File: config.mk
export PLATFORM = sky130hd
export DESIGN_NAME = dev_bus_arbiter_flat
export DESIGN_NICKNAME = d
export VERILOG_FILES = /design/src/rtl/dev_bus_arbiter_pkg.sv /design/src/rtl/dev_bus_arbiter_if.sv /design/src/rtl/dev_bus_arbiter_rr_pick_2.sv /design/src/rtl/dev_bus_arbiter.sv /design/src/flat_wrapper.sv
export SDC_FILE = /design/constraint.sdc
export NUM_CORES = 1
export LEC_CHECK = 0
export ABC_AREA = 0
export BUFFER_PORTS_ARGS = -buffer_cell sky130_fd_sc_hd__buf_2
export CORE_AREA = 10 10 106 108
export DETAILED_ROUTE_END_ITERATION = 7
export DIE_AREA = 0 0 116 118
export PLACE_DENSITY = 0.75
export SYNTH_ARGS = -nofsm -noshare
export SYNTH_HDL_FRONTEND = slang
export SYNTH_SLANG_ARGS = --single-unit
File: constraint.sdc
create_clock -name clk -period 1.5 [get_ports clk]
set_input_delay 0.3 -clock clk [delete_from_list [all_inputs] [get_ports clk]]
set_output_delay 0.3 -clock clk [all_outputs]
set_load 0.1 [all_outputs]
File: src/rtl/dev_bus_arbiter_pkg.sv
// Shared definitions for the two-master device-bus arbiter: FSM encoding,
// bus widths and the device base addresses used by benches.
package dev_bus_arbiter_pkg;

  localparam int ADDR_W = 30;
  localparam int DATA_W = 32;

  localparam logic [31:0] DEV0_BASE = 32'h0000_7f00;
  localparam logic [31:0] DEV1_BASE = 32'h0000_7f10;

  typedef logic [ADDR_W-1:0] addr_t;
  typedef logic [DATA_W-1:0] data_t;

  typedef enum logic [2:0] {
    S_IDLE  = 3'd0,
    S_GNT0  = 3'd1,
    S_GNT1  = 3'd2,
    S_DONE0 = 3'd3,
    S_DONE1 = 3'd4
  } state_e;

  function automatic state_e gnt_state(input logic k);
    return k ? S_GNT1 : S_GNT0;
  endfunction

endpackage

File: src/rtl/dev_bus_arbiter_if.sv
// Bundle of both master request ports and the processor-side bridge port.
// 'slave' is the arbiter's view; 'master' is the view of whatever drives it.
interface dev_bus_arbiter_if;
  import dev_bus_arbiter_pkg::*;

  logic  m0_req;
  addr_t m0_addr;
  data_t m0_wd;
  logic  m0_we;
  logic  m0_gnt;
  logic  m0_done;
  data_t m0_rd;

  logic  m1_req;
  addr_t m1_addr;
  data_t m1_wd;
  logic  m1_we;
  logic  m1_gnt;
  logic  m1_done;
  data_t m1_rd;

  addr_t PrAddr;
  data_t PrWD;
  logic  PrWe;
  data_t PrRD;

  modport slave (
    input  m0_req, m0_addr, m0_wd, m0_we,
    input  m1_req, m1_addr, m1_wd, m1_we,
    input  PrRD,
    output m0_gnt, m0_done, m0_rd,
    output m1_gnt, m1_done, m1_rd,
    output PrAddr, PrWD, PrWe
  );

  modport master (
    output m0_req, m0_addr, m0_wd, m0_we,
    output m1_req, m1_addr, m1_wd, m1_we,
    output PrRD,
    input  m0_gnt, m0_done, m0_rd,
    input  m1_gnt, m1_done, m1_rd,
    input  PrAddr, PrWD, PrWe
  );

endinterface

File: src/rtl/dev_bus_arbiter_rr_pick_2.sv
// Two-way request picker: fixed priority to M0 or alternate against 'last'.
module rr_pick_2 (
  input  logic req0,
  input  logic req1,
  input  logic last,
  input  logic rr_en,
  output logic valid,
  output logic winner
);

  assign valid  = req0 | req1;
  // On a tie, round-robin hands the bus to whoever was not served last.
  assign winner = (req0 & req1) ? (rr_en & ~last) : req1;

endmodule

File: src/rtl/dev_bus_arbiter.sv
// Arbitrates the single processor-side device bus between M0 (CPU) and M1
// (debug/DMA): one access per grant, read data captured, one-cycle done.
module dev_bus_arbiter
  import dev_bus_arbiter_pkg::*;
#(
  parameter bit          ROUND_ROBIN = 1'b1,
  parameter logic [31:0] RD_RESET    = 32'h0000_0000
) (
  input logic              clk,
  input logic              reset,
  dev_bus_arbiter_if.slave io_bus
);

  state_e r_state;
  logic   r_last;
  logic   r_gnt0;
  logic   r_gnt1;
  logic   r_done0;
  logic   r_done1;
  data_t  r_m0_rd;
  data_t  r_m1_rd;

  state_e w_state_nxt;
  logic   w_pick_req0;
  logic   w_pick_req1;
  logic   w_pick_valid;
  logic   w_pick_winner;

  // A master's own request is stale during its DONE cycle, so it is masked;
  // the same picker then serves both IDLE and the DONE hand-over.
  assign w_pick_req0 = io_bus.m0_req & (r_state != S_DONE0);
  assign w_pick_req1 = io_bus.m1_req & (r_state != S_DONE1);

  rr_pick_2 u_pick (
    .req0   (w_pick_req0),
    .req1   (w_pick_req1),
    .last   (r_last),
    .rr_en  (ROUND_ROBIN),
    .valid  (w_pick_valid),
    .winner (w_pick_winner)
  );

  // NOTE: every signal written here gets a default first, so no path leaves
  // it unassigned and no latch is inferred.
  always_comb begin
    w_state_nxt = S_IDLE;
    case (r_state)
      S_IDLE, S_DONE0, S_DONE1:
        w_state_nxt = w_pick_valid ? gnt_state(w_pick_winner) : S_IDLE;
      S_GNT0:  w_state_nxt = S_DONE0;
      S_GNT1:  w_state_nxt = S_DONE1;
      default: w_state_nxt = S_IDLE;
    endcase
  end

  // NOTE: sequential state uses non-blocking assignments only, so every
  // register here samples the pre-edge values of all the others.
  always_ff @(posedge clk) begin
    if (reset) begin
      r_state <= S_IDLE;
      r_last  <= 1'b1;
      r_gnt0  <= 1'b0;
      r_gnt1  <= 1'b0;
      r_done0 <= 1'b0;
      r_done1 <= 1'b0;
      r_m0_rd <= RD_RESET;
      r_m1_rd <= RD_RESET;
    end else begin
      r_state <= w_state_nxt;
      r_gnt0  <= (w_state_nxt == S_GNT0);
      r_gnt1  <= (w_state_nxt == S_GNT1);
      r_done0 <= (w_state_nxt == S_DONE0);
      r_done1 <= (w_state_nxt == S_DONE1);
      // Capture happens for writes too; the bridge always returns something.
      case (r_state)
        S_GNT0: begin
          r_m0_rd <= io_bus.PrRD;
          r_last  <= 1'b0;
        end
        S_GNT1: begin
          r_m1_rd <= io_bus.PrRD;
          r_last  <= 1'b1;
        end
        default: ;
      endcase
    end
  end

  always_comb begin
    io_bus.PrAddr = '0;
    io_bus.PrWD   = '0;
    io_bus.PrWe   = 1'b0;
    if (r_gnt0) begin
      io_bus.PrAddr = io_bus.m0_addr;
      io_bus.PrWD   = io_bus.m0_wd;
      io_bus.PrWe   = io_bus.m0_we;
    end else if (r_gnt1) begin
      io_bus.PrAddr = io_bus.m1_addr;
      io_bus.PrWD   = io_bus.m1_wd;
      io_bus.PrWe   = io_bus.m1_we;
    end
  end

  assign io_bus.m0_gnt  = r_gnt0;
  assign io_bus.m1_gnt  = r_gnt1;
  assign io_bus.m0_done = r_done0;
  assign io_bus.m1_done = r_done1;
  assign io_bus.m0_rd   = r_m0_rd;
  assign io_bus.m1_rd   = r_m1_rd;

endmodule

File: src/flat_wrapper.sv
// flat-port wrapper written by rule: the top's interface ports become plain ports
module dev_bus_arbiter_flat import dev_bus_arbiter_pkg::*;
#(
  parameter bit          ROUND_ROBIN = 1'b1,
  parameter logic [31:0] RD_RESET    = 32'h0000_0000
)
  (clk, reset, io_bus_m0_req, io_bus_m0_addr, io_bus_m0_wd, io_bus_m0_we, io_bus_m1_req, io_bus_m1_addr, io_bus_m1_wd, io_bus_m1_we, io_bus_PrRD, io_bus_m0_gnt, io_bus_m0_done, io_bus_m0_rd, io_bus_m1_gnt, io_bus_m1_done, io_bus_m1_rd, io_bus_PrAddr, io_bus_PrWD, io_bus_PrWe);
  dev_bus_arbiter_if io_bus_i ();
  input logic clk;
  input logic reset;
  input wire logic [$bits(io_bus_i.m0_req)-1:0] io_bus_m0_req;
  input wire logic [$bits(io_bus_i.m0_addr)-1:0] io_bus_m0_addr;
  input wire logic [$bits(io_bus_i.m0_wd)-1:0] io_bus_m0_wd;
  input wire logic [$bits(io_bus_i.m0_we)-1:0] io_bus_m0_we;
  input wire logic [$bits(io_bus_i.m1_req)-1:0] io_bus_m1_req;
  input wire logic [$bits(io_bus_i.m1_addr)-1:0] io_bus_m1_addr;
  input wire logic [$bits(io_bus_i.m1_wd)-1:0] io_bus_m1_wd;
  input wire logic [$bits(io_bus_i.m1_we)-1:0] io_bus_m1_we;
  input wire logic [$bits(io_bus_i.PrRD)-1:0] io_bus_PrRD;
  output wire logic [$bits(io_bus_i.m0_gnt)-1:0] io_bus_m0_gnt;
  output wire logic [$bits(io_bus_i.m0_done)-1:0] io_bus_m0_done;
  output wire logic [$bits(io_bus_i.m0_rd)-1:0] io_bus_m0_rd;
  output wire logic [$bits(io_bus_i.m1_gnt)-1:0] io_bus_m1_gnt;
  output wire logic [$bits(io_bus_i.m1_done)-1:0] io_bus_m1_done;
  output wire logic [$bits(io_bus_i.m1_rd)-1:0] io_bus_m1_rd;
  output wire logic [$bits(io_bus_i.PrAddr)-1:0] io_bus_PrAddr;
  output wire logic [$bits(io_bus_i.PrWD)-1:0] io_bus_PrWD;
  output wire logic [$bits(io_bus_i.PrWe)-1:0] io_bus_PrWe;
  assign io_bus_i.m0_req = io_bus_m0_req;
  assign io_bus_i.m0_addr = io_bus_m0_addr;
  assign io_bus_i.m0_wd = io_bus_m0_wd;
  assign io_bus_i.m0_we = io_bus_m0_we;
  assign io_bus_i.m1_req = io_bus_m1_req;
  assign io_bus_i.m1_addr = io_bus_m1_addr;
  assign io_bus_i.m1_wd = io_bus_m1_wd;
  assign io_bus_i.m1_we = io_bus_m1_we;
  assign io_bus_i.PrRD = io_bus_PrRD;
  assign io_bus_m0_gnt = io_bus_i.m0_gnt;
  assign io_bus_m0_done = io_bus_i.m0_done;
  assign io_bus_m0_rd = io_bus_i.m0_rd;
  assign io_bus_m1_gnt = io_bus_i.m1_gnt;
  assign io_bus_m1_done = io_bus_i.m1_done;
  assign io_bus_m1_rd = io_bus_i.m1_rd;
  assign io_bus_PrAddr = io_bus_i.PrAddr;
  assign io_bus_PrWD = io_bus_i.PrWD;
  assign io_bus_PrWe = io_bus_i.PrWe;
  dev_bus_arbiter #(.ROUND_ROBIN(ROUND_ROBIN), .RD_RESET(RD_RESET)) u_core (.clk(clk), .reset(reset), .io_bus(io_bus_i));
endmodule
Word level (Yosys, flattened, before mapping)
Cells that the tools add are included.
{ "classes": {"order_cmp": 0, "shifts": 0, "n_addsub": 0, "n_bitwise": 5, "n_mul": 0, "n_eq_ne": 10, "n_reduce_logical": 3, "n_div": 0, "mux": 11} }
{ "ops": {"columns": ["op", "n"], "rows": [
  ["$mux 32", 2],
  ["$mux 30", 2],
  ["$eq 3x2->1 const B", 4],
  ["$pmux 3 s3", 1],
  ["$eq 3x1->1 const B", 2],
  ["$eq 3x3->1 const B", 2],
  ["$and 1x1->1", 3],
  ["$logic_not 3->1", 1],
  ["$mux 1", 3],
  ["$mux 3", 1],
  ["$ne 3x2->1 const B", 1],
  ["$ne 3x3->1 const B", 1],
  ["$reduce_or 3->1", 1],
  ["$mux 2", 1],
  ["$pmux 1 s2", 1],
  ["$reduce_bool 2->1", 1],
  ["$not 1->1", 1],
  ["$or 1x1->1", 1]
]} }
{ "word_totals": {"out_inout_bits": 131, "rom_bits": 0, "mem_count": 0, "reg_bits": 72, "latch_bits": 0, "inputBits": 162, "ram_bits": 0, "wordCells": 37} }

Logic depth before layout (Yosys ltp)
Gate-level depths: netlist of the first run.
{ "logic_depth": {"word_depth": 8, "ltp_mapped": 6, "mapped_depth_nobuf": 3} }

Cells and area by module
From an unflattened synthesis of the first run, not the netlist that was laid out.
{ "unflattened": {"hier_cells": 324, "area_unflattened_um2": 3288.2} }
{ "modules_own_cells": {"columns": ["mod", "instances", "cells_per_inst", "seq_area_each_um2", "area_per_inst_um2"], "rows": [
  ["dev_bus_arbiter", 1, 321, 1441.4, 3268.1],
  ["rr_pick_2", 1, 3, 0.0, 20.0]
]} }

Worst setup path after synthesis of the first run
OpenSTA, ideal clock, no wires.
{ "synth_timing": {"path_kind": "reg2out", "from": "register u_core.r_gnt0, in the netlist u_core.io_bus.m0_gnt", "to": "output io_bus_PrWD[28]", "path_stages_with_launch": 4, "setup_slack_ns": -2.098, "arrival_time_ns": 3.298, "n_path_buf": 2, "cell_sequence": "dfxtp_1 > clkbuf_1 > buf_1 > o21ai_0"} }
{ "synth_via": {"elab_chain_cells": 1} }
{ "synth_lines": {"columns": ["element", "line", "rtl"], "rows": [
  ["start, declared", "dev_bus_arbiter.sv:16", "logic r_gnt0;"],
  ["start signal, assigned", "dev_bus_arbiter.sv:70", "r_gnt0 <= (w_state_nxt == S_GNT0);"],
  ["$mux 32", "dev_bus_arbiter.sv:93", "if (r_gnt0) begin"],
  ["end, declared", "flat_wrapper.sv:27", "output wire logic [$bits(io_bus_i.PrWD)-1:0] io_bus_PrWD;"]
]} }
Every way passes these cells.

Final worst setup path of the first run
{ "layout_timing": {"from": "register u_core.r_gnt0, in the netlist u_core.io_bus.m0_gnt", "to": "output io_bus_PrAddr[27]"} }
{ "layout_via": {"elab_chain_cells": 1} }
{ "layout_lines": {"columns": ["element", "line", "rtl"], "rows": [
  ["$mux 30", "dev_bus_arbiter.sv:93", null],
  ["end, declared", "flat_wrapper.sv:26", "output wire logic [$bits(io_bus_i.PrAddr)-1:0] io_bus_PrAddr;"]
]} }
Every way passes these cells.

==> results of run 1 <==
[synthesized netlist by cell type]
master,count
a22o_1,94
dfxtp_1,72
nand2_1,69
a21oi_1,33
clkbuf_1,17
buf_2,12
buf_6,3
inv_1,3
a211oi_1,2
nand2b_1,2
nor2b_1,2
nor3_1,2
o211ai_1,2
o21ai_0,2
a2111oi_0,1
a221oi_1,1
a311oi_1,1
buf_1,1
mux2i_1,1
nand2b_2,1
nand3_1,1
nor2_1,1
nor3_2,1
nor3b_2,1
o21ba_1,1
or3b_1,1
[registers in the layout (all words and copies together), names as in the netlist]
signal / flops
u_core.io_bus.m1_rd: 32
u_core.r_last: 1
u_core.io_bus.m0_done: 1
u_core.io_bus.m0_rd: 32
u_core.io_bus.m1_done: 1
u_core.io_bus.m0_gnt: 1
u_core.r_state: 3
u_core.io_bus.m1_gnt: 1
[cell families after synthesis]
logic type,Yosys count
buf+inv,36
simple gates,81
compound gates,137
flops,72
mux,1
[worst max-delay path, delay by kind of cell, from the launching register on]
kind / cells / cell delay, ns
AND/OR/NAND/NOR: 1 / 0.16
AO/OA/AOI/OAI: 1 / 0.18
flip-flops: 1 / 0.38
buffers and inverters: 3 / 0.46
[power breakdown]
part,internal (W),switching [W]
logic,0.00135,0.00297
clock network,0.000606,0.000751
registers,0.00205,0.0000873
[final cells by class]
| type | count | area share [%] |
|---|---|---|
| Antenna cell | 9 | 0.355 |
| Clock buffer | 10 | 2.01 |
| Clock inverter | 6 | 0.710 |
| Inverter | 3 | 0.178 |
| Multi-Input combinational cell | 219 | 28.8 |
| Sequential cell | 72 | 22.8 |
| Tap cell | 111 | 2.19 |
| Timing Repair Buffer | 312 | 42.9 |
[routing by layer]
layer | up-vias | wire length [µm] | global-route usage [%]
li1 | 1800 | - | -
met2 | 231 | 8860 | 39.9
met4 | 8 | 510 | 11.0
met1 | 1804 | 5580 | 22.2
met5 | - | 56 | 0
met3 | 38 | 2160 | 11.3
[per-stage QoR]
stage / worst slack [ns] / TNS, ns / util (%)
after floorplan: -0.499 / -20.46 / -
after CTS: -0.313 / -17.62 / 68.2
after global routing: -0.369 / -20.77 / 69.6
after global placement: 0.0637 / 0 / 65.1
final: -0.307 / -17.59 / 69.6
after detailed placement: 0.0543 / 0 / 65.1
[path summary, 6_finish.rpt]
path	end	slack (ns)	startpoint
worst max-delay path	io_bus_PrAddr[27]	-0.31	u_core.io_bus.m0_gnt$_SDFF_PP0_
worst max register to register	u_core.io_bus.m0_rd[5]$_SDFFE_PP0P_	0.11	u_core.r_state[0]$_SDFF_PP0_
worst min register to register	u_core.io_bus.m0_rd[28]$_SDFFE_PP0P_	0.46	u_core.io_bus.m0_rd[28]$_SDFFE_PP0P_
worst min-delay path	u_core.io_bus.m1_rd[8]$_SDFFE_PP0N_	0.18	io_bus_PrRD[8]
[timing repair]
item	in CTS	in global routing
cloned	0	3
resized for setup	16	10
setup buffers	1	2
pin swaps	1	2
endpoints found under the setup margin	63	64
==> summary.txt, run 1 <==
Status: finished with violations
Violated checks: negative setup slack
Final setup fails: 63
Critical Path RT: 1.20 ns
Slew at the pin closest to its max-slew limit: 0.508 ns
Root cell of the clock tree: clkbuf_8
Full die area: 0.0137 mm²
Post-route setup slack: -0.307 ns
First DRT Iteration DRCs: 291
Global-route wire length before repair: 24.4 mm
Fill cells: 673
Unique cell type count in the Yosys netlist: 26
Period utilisation layout: 120%
Wire length per cell: 23.1 µm
Post-synthesis compound-gate area fraction: 35.1%
Final Instance Area: 0.00634 mm²
Clock tree sinks: 72
Gr ovfl total: 0
Lkg Pwr: 3.08 nW
Clock latency at the later pin of the worst-skew pair: 0.34 ns
CTS Buf Count: 9
Worst path most repeated cell: buf_12
Smallest hold slack: 0.185 ns
Chip width: 116 µm
Synthesized area per cell: 9.27 µm²
Initial antenna violation count: 14
Xor and xnor area share after synthesis: 0%
Clock-pin slew on the worst setup and hold paths: 0.08 ns
CP Capture Type: output port
Worst min path class: primary input to register
Min Clock Period, post-route: 1.81 ns
MaxCap Viol Count: 0
Min-Delay Path Depth: 2
Mapped Area: 0.00303 mm²
Final nets: 779
CTS H-Tree Depth: 3
WP data arrival: 1.51 ns
Total power: 0.00781 W
Cells along the critical path: nor2b_4 > buf_12 > buf_8 > a22o_2 > buf_12
Seq cells post-synth: 72
Syn nets: 489
All-Layer GR Usage: 23.1%
Pre-antenna DRT Iters: 4
P&R area growth vs syn: 109%
Peak supply drop: 0.891 mV
# rows: 35
FMAX: 553 MHz
Crit path kind: register to output port
Vias/cell: 5.23
Crit-path max cell delay: 0.38 ns
Input/output buffers: 292
Layout Cells excl Fill: 742
Synth area leader: dfxtp_1
Leading cell types in the layout, fill and taps excluded: buf_2 (227), buf_12 (72), dfxtp_1 (70)
Crit-path slowest cell: dfxtp_4
Core Footprint: 0.00911 mm²
Adder-Cell Fraction of Synth Area: 0%
Final hold violation count: 0
Most common cell after layout, fill and taps aside: buf_2
Final HPWL DP: 13.8 mm
Crit-path max FO: 15
Startpoint types: register
RSZ-0062 raised after global routing: yes
Total number of vias: 3881
Synth top area share: 47.5%
Synth Area in Simple Gates: 11.3%
Share of cells above drive strength 1: 63.8%
Slew HR: 66.3%
Final Slew Violations: 0
Multi-input gate area: 0.00183 mm²
Final WL: 17.2 mm
Sequential share of the synthesized area: 47.5%
Yosys Warn Count: 0
Gpl congestion: 0.840
CTS tree: done
Initial Utilization: 33.3%
Top cells by area, synth: dfxtp_1 (48%), a22o_1 (27%), nand2_1 (8.5%), a21oi_1 (5.4%), clkbuf_1 (2.1%)
Vias in the first global route: 4036
Largest family of logic cells by synthesized area: compound AO/OA/AOI/OAI gates
Top-level port count: 293
Die Y: 118 µm
PD cells: 1230 mW/mm²
Clock Tree Buf Depth: 2
Hold_buf cts: 0
Residual DRC: 0
Placed cell area: 0.00593 mm²
Cells after Synth: 327
Largest net degree at the start of global routing: 37
Mux contribution to synthesized area: 0.330%
Worst Skew: 0.00962 ns
Storage element area: 0.00145 mm²
Detail Route Antenna Nets: 0
Inst Count DP: 712
Worst reg2reg path depth: 4
Note: power is estimated with default switching activity, not from simulation.
==> run 2, diff against run 1 <==
PLACE_DENSITY = 0.87   (was 0.75)
==> run 2 against run 1 <==
Effect of this change:
- the flow still finishes with violations (negative setup slack)
- highest routed layer unchanged
- clock-buffer cell count is 1 higher
- critical endpoint is now io_bus_PrWD[15]
- combinational power is 3% higher
- critical path depth is 1 lower
- global-route usage is 1.7 points higher
- final area is 2.1% higher
- non-clock buffer count is 8 higher
- clock power is 16% higher
- fmax is 1.4% lower
- via count is 3.9% higher
- first-iteration DRC count is 12% higher
==> summary.txt, run 2 (synthesis gave the netlist of run 1 again) <==
PD cells: 1260 mW/mm²
Final setup fails: 63
Core Footprint: 0.00911 mm²
CTS tree: done
RSZ-0062 raised after global routing: yes
Startpoint types: register
Crit-path max FO: 14
Critical Path RT: 1.20 ns
Clock latency at the later pin of the worst-skew pair: 0.34 ns
Final nets: 787
P&R area growth vs syn: 114%
Clock tree sinks: 72
Top-level port count: 293
Root cell of the clock tree: clkbuf_8
Lkg Pwr: 3.16 nW
Cells along the critical path: nor2b_4 > buf_4 > a22o_2 > buf_12
Total power: 0.00813 W
Min-Delay Path Depth: 2
MaxCap Viol Count: 0
Slew HR: 65.5%
Initial Utilization: 33.3%
Clock Tree Buf Depth: 2
Global-route wire length before repair: 25.9 mm
Violated checks: negative setup slack
Input/output buffers: 292
First DRT Iteration DRCs: 327
Final hold violation count: 0
R2R Path Start: u_core.r_state[1]$_SDFF_PP0_
Vias in the first global route: 4168
Total number of vias: 4032
Post-route setup slack: -0.333 ns
Most common cell after layout, fill and taps aside: buf_2
Worst min path class: primary input to register
Gr ovfl total: 0
Period utilisation layout: 122%
Min Clock Period, post-route: 1.83 ns
Pre-antenna DRT Iters: 5
Detail Route Antenna Nets: 0
Final HPWL DP: 14.5 mm
Crit-path slowest cell: dfxtp_4
CTS H-Tree Depth: 3
# rows: 35
Peak supply drop: 0.940 mV
Worst reg2reg path depth: 4
Slew at the pin closest to its max-slew limit: 0.521 ns
Leading cell types in the layout, fill and taps excluded: buf_2 (227), dfxtp_1 (70), nand2_1 (69)
Gpl congestion: 0.948
Clock-pin slew on the worst setup and hold paths: 0.08 ns
Hold_sp: io_bus_PrRD[26]
Initial antenna violation count: 8
Status: finished with violations
Crit path kind: register to output port
Largest net degree at the start of global routing: 34
Die Y: 118 µm
FMAX: 546 MHz
Final WL: 18.9 mm
Residual DRC: 0
Placement Setup Slack: 0.0451 ns
CTS Buf Count: 9
CP Capture Type: output port
Vias/cell: 5.40
Share of cells above drive strength 1: 64.1%
Final Slew Violations: 0
WP data arrival: 1.53 ns
Chip width: 116 µm
All-Layer GR Usage: 24.8%
Critical path origin: u_core.io_bus.m1_gnt$_SDFF_PP0_
Fill cells: 629
Full die area: 0.0137 mm²
Worst Skew: 0.0118 ns
Wire length per cell: 25.3 µm
Crit-path max cell delay: 0.35 ns
==> run 2: cell count changes in the layout (fill, tap and decap cells not counted), moves of 2 or more <==
cell,delta
buf_4,+7
buf_12,-4
buf_16,+4
diode_2,-3
a22o_2,-2
a22o_4,+2
buf_6,+2
buf_8,-2
clkinvlp_4,-2
==> run 2: power by group <==
part / internal (W) / switching (W) / total [W]
logic: 0.00140 / 0.00302 / 0.00442
registers: 0.00205 / 0.0000827 / 0.00213
clock network: 0.000826 / 0.000752 / 0.00158
==> run 2: routing by layer <==
metal	GRT usage [%]	up-vias	part of all wire [%]
met3	10.4	45	11
met1	26.3	1865	35
met4	7.51	4	2.8
li1	-	1815	-
met2	43.1	303	51
met5	0	-	0.19
==> run 2: final timing paths <==
| path | endpoint | slack (ns) |
|---|---|---|
| worst max-delay path | io_bus_PrWD[15] | -0.33 |
| worst min register to register | u_core.io_bus.m0_rd[13]$_SDFFE_PP0P_ | 0.45 |
| worst max register to register | u_core.io_bus.m0_rd[31]$_SDFFE_PP0P_ | 0.13 |
| worst min-delay path | u_core.io_bus.m1_rd[26]$_SDFFE_PP0N_ | 0.18 |
==> run 2: critical path, delay by kind of cell (launching register included) <==
| family | cells | cell delay [ns] |
|---|---|---|
| AO/OA/AOI/OAI | 1 | 0.21 |
| AND/OR/NAND/NOR | 1 | 0.20 |
| buffers and inverters | 2 | 0.43 |
| flip-flops | 1 | 0.35 |
==> run 2: cell type report <==
class	instances	area, µm²	share of cell area (%)
Sequential cell	72	1450	22.4
Antenna cell	6	15.0	0.232
Clock inverter	5	63.8	0.985
Tap cell	111	139	2.14
Clock buffer	11	141	2.18
Multi-Input combinational cell	219	1830	28.3
Inverter	3	11.3	0.174
Timing Repair Buffer	320	2820	43.6
==> run 2: stage by stage <==
stage	setup TNS [ns]	utilization [%]	cells	cell area, µm²	hold WS, ns
final	-18.33	71.1	747	6480	0.175
after global routing	-22.09	71.1	746	6470	0.150
after CTS	-18.26	69.6	739	6340	0.154
after detailed placement	0	64.8	714	5910	0.445
after global placement	0	64.8	714	5910	0.440
after floorplan	-20.46	-	327	3370	0.381
==> run 2: timing repair <==
| action | in CTS | in global routing |
|---|---|---|
| resized for setup | 17 | 11 |
| setup endpoints to repair | 64 | 65 |
| setup buffers | 5 | 0 |
| pin swaps | 5 | 2 |
| hold buffers | 0 | 0 |
| gates cloned | 4 | 2 |
==> run 3, diff against run 2 <==
CORE_AREA = default   (was 10 10 106 108)
CORE_MARGIN = 10   (was default)
CORE_UTILIZATION = 38   (was default)
DIE_AREA = default   (was 0 0 116 118)
PLACE_DENSITY = 0.81   (was 0.87)
SYNTH_HIERARCHICAL = 1   (was default)
==> run 3 against run 2 <==
Effect of this change:
- the flow still finishes with violations (negative setup slack)
- utilization up 13 points
- non-clock buffer count is the same
- sequential power is 5% higher
- synthesized cell count decreased by 0.92%
- highest routed layer is now met4
==> summary.txt, run 3 <==
Share of cells above drive strength 1: 65.6%
Gpl congestion: 0.933
Initial antenna violation count: 10
Die Y: 113 µm
Core Footprint: 0.00830 mm²
WP data arrival: 1.53 ns
Vias in the first global route: 4239
CTS tree: done
FMAX: 546 MHz
Post-route setup slack: -0.332 ns
Worst Skew: 0.00559 ns
Sequential share of the synthesized area: 43.8%
Slew at the pin closest to its max-slew limit: 0.524 ns
Peak supply drop: 1.07 mV
Syn nets: 486
Full die area: 0.0128 mm²
Min Clock Period, post-route: 1.83 ns
Most common cell after layout, fill and taps aside: buf_2
Leading cell types in the layout, fill and taps excluded: buf_2 (226), buf_12 (73), nor2_1 (67), dfxtp_1 (67), mux2i_1 (64)
Clock-pin slew on the worst setup and hold paths: 0.08 ns
Asr flop ratio synth: 0%
MaxCap Viol Count: 0
Startpoint types: register
Root cell of the clock tree: clkbuf_8
Initial Utilization: 39.6%
Final hold violation count: 0
CTS H-Tree Depth: 3
# rows: 33
Yosys Warn Count: 6
Fin Setup TNS: -18.59 ns
Synth area leader: dfxtp_1
Global-route wire length before repair: 27.0 mm
Pre-antenna DRT Iters: 5
Final setup fails: 63
Synth top area share: 43.8%
Crit-path max FO: 8
Top-level port count: 293
P&R area growth vs syn: 111%
Critical R2R Capture: u_core/r_state[0]$_SDFF_PP0_
Fill cells: 435
Residual DRC: 0
Vias/cell: 5.31
Unique cell type count in the Yosys netlist: 26
Crit path capture: io_bus_PrWD[13]
R2R Path Start: u_core/r_state[0]$_SDFF_PP0_
Status: finished with violations
All-Layer GR Usage: 27.3%
Wire length per cell: 26.8 µm
PD cells: 1360 mW/mm²
Chip width: 113 µm
Final nets: 787
Gr ovfl total: 0
Largest net degree at the start of global routing: 73
Crit path kind: register to output port
Slew HR: 65.3%
Flop-to-flop setup slack: 0.04 ns
Critical Path RT: 1.20 ns
RSZ-0062 raised after global routing: yes
Top FF cell, synth: dfxtp_1
Seq cells post-synth: 72
Input/output buffers: 292
Violated checks: negative setup slack
Synthesized area per cell: 10.1 µm²
Mapped Area: 0.00329 mm²
Clock Tree Buf Depth: 2
Smallest hold slack: 0.214 ns
Clock latency at the later pin of the worst-skew pair: 0.33 ns
Period utilisation layout: 122%
Clock tree sinks: 72
Final WL: 20.1 mm
Hold_buf cts: 0
Total number of vias: 3975
Final Slew Violations: 0
Lkg Pwr: 3.38 nW
Most frequent cells after synthesis: dfxtp_1 (72), nor2_1 (68), mux2i_1 (64)
Post-synth EDFFs: 0
Detail Route Antenna Nets: 0
Top cells by area, synth: dfxtp_1 (44%), mux2i_1 (19%), a22o_1 (17%), nor2_1 (7.8%), buf_12 (1.8%)
Critical path origin: u_core/io_bus.m1_gnt$_SDFF_PP0_
CTS Buf Count: 9
Worst min path class: primary input to register
Worst reg2reg path depth: 6
Most frequent cell after synthesis: dfxtp_1
Final HPWL DP: 14.9 mm
Cells after Synth: 324
CP Capture Type: output port
First DRT Iteration DRCs: 283
[run 3: cells by family (layout without fill, tap and decap cells)]
family | Yosys count | count (layout) | share of synthesized area [%]
other | 1 | 15 | 0.114
buffers and inverters | 30 | 336 | 6.96
AO/OA/AOI/OAI | 73 | 73 | 18.6
AND/OR/NAND/NOR | 84 | 84 | 11.0
multiplexers | 64 | 64 | 19.5
flip-flops | 72 | 72 | 43.8
[run 3: stage by stage]
step	std cells	power (W)	utilization (%)	setup slack, ns	instance area, µm²
floorplan	324	0.00592	-	-0.443	3670
global placement	710	0.00735	74.5	0.0709	6190
detailed placement	710	0.00744	74.5	-0.0507	6190
CTS	732	0.00936	82.1	-0.326	6810
global route	747	0.00969	83.6	-0.378	6940
finish	749	0.00943	83.6	-0.332	6940
[run 3: worst min path at each step]
stage | from | to | slack, ns | depth (start not counted)
2_1_floorplan | io_bus_PrRD[0] | u_core/io_bus.m1_rd[0]$_SDFFE_PP0P_ | 0.45 | 2
3_3_place_gp | u_core/io_bus.m1_rd[30]$_SDFFE_PP0P_ | u_core/io_bus.m1_rd[30]$_SDFFE_PP0P_ | 0.47 | 2
3_5_place_dp | u_core/io_bus.m0_rd[2]$_SDFFE_PP0N_ | u_core/io_bus.m0_rd[2]$_SDFFE_PP0N_ | 0.48 | 2
4_1_cts | io_bus_PrRD[12] | u_core/io_bus.m1_rd[12]$_SDFFE_PP0P_ | 0.20 | 3
5_1_grt | io_bus_PrRD[24] | u_core/io_bus.m1_rd[24]$_SDFFE_PP0P_ | 0.21 | 3
6_report | io_bus_PrRD[12] | u_core/io_bus.m1_rd[12]$_SDFFE_PP0P_ | 0.21 | 3
[run 3: critical path, cell delays in order, from the launching register on]
cell and delay (ns):
dfxtp_4 0.34, nor2b_4 0.14, buf_12 0.15, buf_16 0.15, a22o_4 0.24, buf_12 0.17
[run 3: report_power, final]
group          switching, W  internal [W]  total [W]
clock network      0.000736      0.000991    0.00173
registers          0.000123       0.00211    0.00223
logic               0.00369       0.00178    0.00547
total               0.00455       0.00488    0.00943
[run 3: routing by layer]
metal / wire, µm / track usage [%] / vias to the layer above
met1: 7110 / 27.5 / 1901
met3: 1880 / 10.3 / 42
met5: 0 / 0 / -
met4: 756 / 12.1 / 0
met2: 10300 / 49.0 / 254
li1: - / - / 1778
[run 3: area by class of cell]
| cell class | instances | area (µm²) | share of cell area [%] |
|---|---|---|---|
| Timing Repair Buffer | 320 | 2890 | 41.7 |
| Multi-Input combinational cell | 222 | 2200 | 31.7 |
| Sequential cell | 72 | 1460 | 21.0 |
| Clock buffer | 10 | 138 | 1.98 |
| Tap cell | 105 | 131 | 1.89 |
| Clock inverter | 6 | 90.1 | 1.30 |
| Antenna cell | 14 | 35.0 | 0.505 |
[run 3: timing repair]
| item | 4_1_cts | 5_1_grt |
|---|---|---|
| setup buffers | 2 | 1 |
| setup endpoints to repair | 65 | 67 |
| resized for setup | 45 | 12 |
| gates cloned | 4 | 2 |
| pin swaps | 8 | 7 |
